$ cat src/rtl/stage_preif_pkg.sv
// Shared constants and types for the pre-IF stage.
package stage_preif_pkg;

   localparam int INST_W = 32;
   localparam logic [INST_W-1:0] RESET_PC_DEFAULT = 32'h1c000000;

   // Winning redirect source, also useful for debug visibility.
   typedef enum logic [1:0] {
      REDIR_NONE = 2'd0,
      REDIR_EX   = 2'd1,
      REDIR_ERTN = 2'd2,
      REDIR_BR   = 2'd3
   } redir_src_e;

endpackage

$ cat src/rtl/stage_preif_npc_mux.sv
// Next-PC selection: priority redirect mux (ex > ertn > br) plus sequential PC adder.
module preif_npc_mux
   import stage_preif_pkg::*;
(
   input  logic [INST_W-1:0] pc_i,
   input  logic              ex_flush_i,
   input  logic [INST_W-1:0] ex_entry_i,
   input  logic              ertn_flush_i,
   input  logic [INST_W-1:0] era_i,
   input  logic              br_taken_i,
   input  logic [INST_W-1:0] br_target_i,
   output logic [1:0]        src_o,
   output logic [INST_W-1:0] nextpc_o
);

   redir_src_e src;
   logic [INST_W-1:0] seqPc;

   assign seqPc = pc_i + 32'd4;

   always_comb begin
      src      = REDIR_NONE;
      nextpc_o = seqPc;
      if (ex_flush_i) begin
         src      = REDIR_EX;
         nextpc_o = ex_entry_i;
      end else if (ertn_flush_i) begin
         src      = REDIR_ERTN;
         nextpc_o = era_i;
      end else if (br_taken_i) begin
         src      = REDIR_BR;
         nextpc_o = br_target_i;
      end
   end

   assign src_o = src;

endmodule

$ cat src/rtl/stage_preif.sv
// Pre-IF stage: owns the fetch PC and issues the inst SRAM read one cycle ahead of stage_if.
module stage_preif
   import stage_preif_pkg::*;
#(
   parameter logic [31:0] RESET_PC = RESET_PC_DEFAULT
)
(
   input  logic        clk,
   input  logic        rst,
   input  logic        allowout,
   output logic        validout,
   output logic        cancel_out,
   output logic [31:0] output_pc,
   output logic        output_adef,
   input  logic        br_taken,
   input  logic [31:0] br_target,
   input  logic        ex_flush,
   input  logic [31:0] ex_entry,
   input  logic        ertn_flush,
   input  logic [31:0] era,
   output logic        inst_sram_en,
   output logic [3:0]  inst_sram_we,
   output logic [31:0] inst_sram_addr,
   output logic [31:0] inst_sram_wdata
);

   logic [31:0] pc_q, pc_d;
   logic        valid_q, valid_d;
   logic [31:0] nextPc;
   logic [1:0]  redirSrc;
   logic        redirect;
   logic        fire;
   logic        load;

   preif_npc_mux uNpcMux (
      .pc_i         (pc_q),
      .ex_flush_i   (ex_flush),
      .ex_entry_i   (ex_entry),
      .ertn_flush_i (ertn_flush),
      .era_i        (era),
      .br_taken_i   (br_taken),
      .br_target_i  (br_target),
      .src_o        (redirSrc),
      .nextpc_o     (nextPc)
   );

   // An empty stage always refills; a redirect loads even while stage_if stalls.
   assign redirect = (redirSrc != REDIR_NONE);
   assign fire     = allowout | ~valid_q;
   assign load     = redirect | fire;

   always_comb begin
      pc_d    = pc_q;
      valid_d = valid_q;
      if (load) begin
         pc_d    = nextPc;
         valid_d = 1'b1;
      end
   end

   // Reset PC sits one word before RESET_PC so the first sequential step fetches RESET_PC.
   always_ff @(posedge clk or posedge rst) begin
      if (rst) begin
         pc_q    <= RESET_PC - 32'd4;
         valid_q <= 1'b0;
      end else begin
         pc_q    <= pc_d;
         valid_q <= valid_d;
      end
   end

   // While stalled the current PC is re-presented so rdata stays aligned with it.
   assign inst_sram_en    = ~rst;
   assign inst_sram_we    = 4'b0;
   assign inst_sram_wdata = 32'b0;
   assign inst_sram_addr  = load ? nextPc : pc_q;

   assign validout    = valid_q & ~redirect;
   assign cancel_out  = redirect;
   assign output_pc   = pc_q;
   assign output_adef = valid_q & (pc_q[1:0] != 2'b00);

endmodule

$ cat config.mk
export PLATFORM = sky130hd
export DESIGN_NAME = stage_preif
export DESIGN_NICKNAME = d
export VERILOG_FILES = /design/src/rtl/stage_preif_pkg.sv /design/src/rtl/stage_preif_npc_mux.sv /design/src/rtl/stage_preif.sv
export SDC_FILE = /design/constraint.sdc
export NUM_CORES = 1
export LEC_CHECK = 0
export CAP_MARGIN = 30
export CORE_MARGIN = 3
export CORE_UTILIZATION = 37
export CTS_CLUSTER_DIAMETER = 50
export DETAILED_ROUTE_END_ITERATION = 8
export PLACE_DENSITY = 0.93
export SKIP_CTS_REPAIR_TIMING = 1
export SLEW_MARGIN = 10
export SYNTH_ARGS = -nofsm -noshare
export SYNTH_HDL_FRONTEND = slang
export SYNTH_HIERARCHICAL = 1
export SYNTH_SLANG_ARGS = --single-unit
$ cat constraint.sdc
create_clock -name clk -period 6.4 [get_ports clk]
set_clock_uncertainty 0.2 [all_clocks]
set_input_delay 1.92 -clock clk [delete_from_list [all_inputs] [get_ports clk]]
set_output_delay 1.92 -clock clk [all_outputs]
set_load 0.03 [all_outputs]
==> summary.txt <==
Cells and area
  • FILL cells: 626
  • Share of cells above drive strength 1: between 10% and 20%
  • Fin area: 4950 sq um
  • Reg area: 858 sq um
  • Synth-to-Final Area Change: 62.4%
  • Nets: 614
  • # diodes: 0
  • Multi-input logic area: 1920 sq um

Route
  • 1st-pass router iterations: 4
  • Total wire length: 11700 um
  • Vias: about 3300
  • WL/cell: 19.1 um
  • Via/cell ratio: 5.40
  • Met1 Wirelength: roughly 4500 um
  • DRC Markers: 0
  • Met3 WL post-DR: 992 um
  • Initial DRC count: 101
  • Max Used Layer: met4
  • Met2 WL: 6000 um
  • Routed Antenna Nets: 0

Yosys
  • Ys Warns: 6
  • Top cells by area, synth: dfstp_2 (22%), mux2_2 (11%), buf_4 (8.9%), dfrtp_1 (5.7%), xor2_1 (5.2%)
  • Number of synthesized flops with an enable pin: 0
  • Commonest cells in the netlist: buf_4 (36), nand2_1 (31), mux2_2 (30)
  • Async set-or-reset flop fraction in the synthesized netlist: between 90% and 100%
  • Synth Flop Type: dfstp_2
  • Cell taking the most area after synthesis: dfstp_2
  • Post-synthesis register bit count: 33
  • Mapped Area: just over 3000 sq um
  • Post-synth cell types: 50
  • Yosys top cell area share: 22.4%
  • Top-count cell post-synth: buf_4
  • Syn Area/Cell: 8.96 sq um
  • Cells after Synth: 340
  • Register area share after synthesis: 28.2%

STA
  • Slew Limit Fails: 0
  • Worst-margin pin slew: 0.585 ns
  • Fmax: 161 MHz
  • Worst slew margin: 60.7%
  • Unrepaired setup endpoints after global routing: no
  • Hold Violations, Final: 0
  • Period utilization: 96.8%
  • Final min period: 6.20 ns
  • Final setup fails: 0

Clock network
  • Clk Latency, worst-skew pair: 0.28 ns
  • Worst-path clk slew: 0.08 ns
  • Clock sink count: 33
  • CTS Buf Count: 5
  • Clk buf depth: 2
  • Clk root buf: clkbuf_8
  • H-tree Lvls: 2
  • CTS tree: done

Power and ir drop
  • Final Power: about 0.90 mW
  • Max VDD drop: 0.000102 V
  • Pwr dens: approximately 180 nW/um^2
  • P_leak: 2.19 nW

GRT
  • First-pass GRT wire length: around 18000 um
  • Largest net degree at the start of global routing: 49
  • Gr usage total: 23.7%
  • Initial antenna violation count: 0
  • Number of global-route vias before repair: 3537
  • GRT Residual Overflow: 0

Worst setup path
  • Family with the most delay on the worst path: buffers and inverters
  • Arr. time, crit path: a little over 4 ns
  • Critical path depth in cells: 8
  • CP bufs+invs: 4
  • Startpoint types: input pin
  • Crit Path Class: in -> out
  • Reg2reg setup slack: 3.83 ns
  • Crit path cell chain: clkdlybuf4s50_1 > buf_4 > nor2_1 > nor2_1 > nor4b_4 > buf_12 > mux2_2 > dlymetal6s2s_1
  • Reg2Reg Launch Point: output_pc[2]$_DFF_PP1_
  • Crit-path slowest cell: clkdlybuf4s50_1
  • Crit-path most repeated cell: nor2_1
  • Required time of the critical path: 4.28 ns
  • R2r endpoint: output_pc[29]$_DFF_PP0_
  • CP Capture Type: output port
  • CP max stage delay: between 0.4 and 0.5 ns
  • R2R depth: 6
  • CP Max Fanout: 32

Run
  • Max_cap viols: 0

Floorplan
  • # IOs: 206
  • Initial Util: 38.8%
  • Cell Rows: 32
  • DIE AREA: 9360 sq um
  • Die H: 96.8 um
  • Die X: 96.8 um
  • Core area: 7850 sq um

Worst hold path
  • Hold Crit Start: output_pc[1]$_DFF_PP0_
  • Hold endpoint: output_pc[1]$_DFF_PP0_
  • Hold Path Cell Cnt: 1
  • Hold WC Path Type: reg -> reg

Placement
  • Detailed placement HPWL: around 8900 um
  • Routability Congestion: 0.852
  • IO buf count: 169
  • Area after DPL: 4770 sq um

Outcome
  • Run status: finished, final reports clean
==> sequential cells by signal, indices dropped and copies added, names as in the netlist <==
register   count
output_pc     32
valid_q        1
==> worst register-to-register path, stage by stage (launching register included) <==
cell and delay, ns:
dfstp_2 0.59, nand3_1 0.31, nor4_4 0.55, nand4_1 0.19
xor2_1 0.20, o221ai_2 0.13, mux2_2 0.28
==> cell type report <==
cell class | instances | area share, %
clock buffer | 7 | 1.95
inverter | 8 | 0.607
tap | 102 | 2.58
multi-input combinational | 277 | 38.9
timing repair buffer | 186 | 38.6
clock inverter | 1 | 0.101
sequential | 33 | 17.3
==> cells by family (layout without fill, tap and decap cells) <==
group           after synthesis  count (layout)  share of synthesized area [%]
simple gates                 95              95                           17.0
compound gates               81              81                           19.9
buf+inv                      65             202                           13.3
mux                          37              37                           13.5
flops                        33              33                           28.2
xor+xnor                     26              26                           7.47
other cells                   2              37                          0.246
fa+ha+maj                     1               1                          0.410
==> power by group <==
part	switching (mW)	total (mW)	internal (mW)
registers	0.0359	0.283	0.247
logic	0.238	0.434	0.196
clock network	0.0874	0.185	0.0975
==> through the flow <==
stage	setup WS, ns	util (%)	TNS [ns]	hold WS [ns]	instances
floorplan	0.376	-	0	0.615	375
global placement	-0.0945	60.7	-2.02	0.379	606
detailed placement	-0.162	60.7	-4.19	0.390	606
CTS	-0.176	62.0	-4.68	0.408	614
global route	0.122	63.1	0	0.424	614
finish	0.202	63.1	0	0.395	614
==> how the worst max path moves through the flow <==
stage	startpoint	endpoint
2_1_floorplan	ex_flush	inst_sram_addr[4]
3_3_place_gp	br_taken	inst_sram_addr[31]
3_5_place_dp	ertn_flush	inst_sram_addr[25]
4_1_cts	ertn_flush	inst_sram_addr[25]
5_1_grt	ertn_flush	inst_sram_addr[10]
6_report	ertn_flush	inst_sram_addr[28]
==> routing by layer <==
metal / vias up / track usage [%]
met4: 0 / 7.45
met2: 196 / 43.5
li1: 1510 / -
met5: - / 0
met3: 20 / 6.20
met1: 1590 / 26.7
==> cells in the final DEF, fill, tap and decap left out, drive strengths merged, types with 14 or more instances in the layout <==
cell type	count
xor2	18
buf	21
nand2	31
dfstp	26
conb	37
nor2	18
a22oi	16
dlymetal6s2s	31
mux2	32
o21ai	14
clkdlybuf4s50	134
Power figures use the tool's default switching activity.
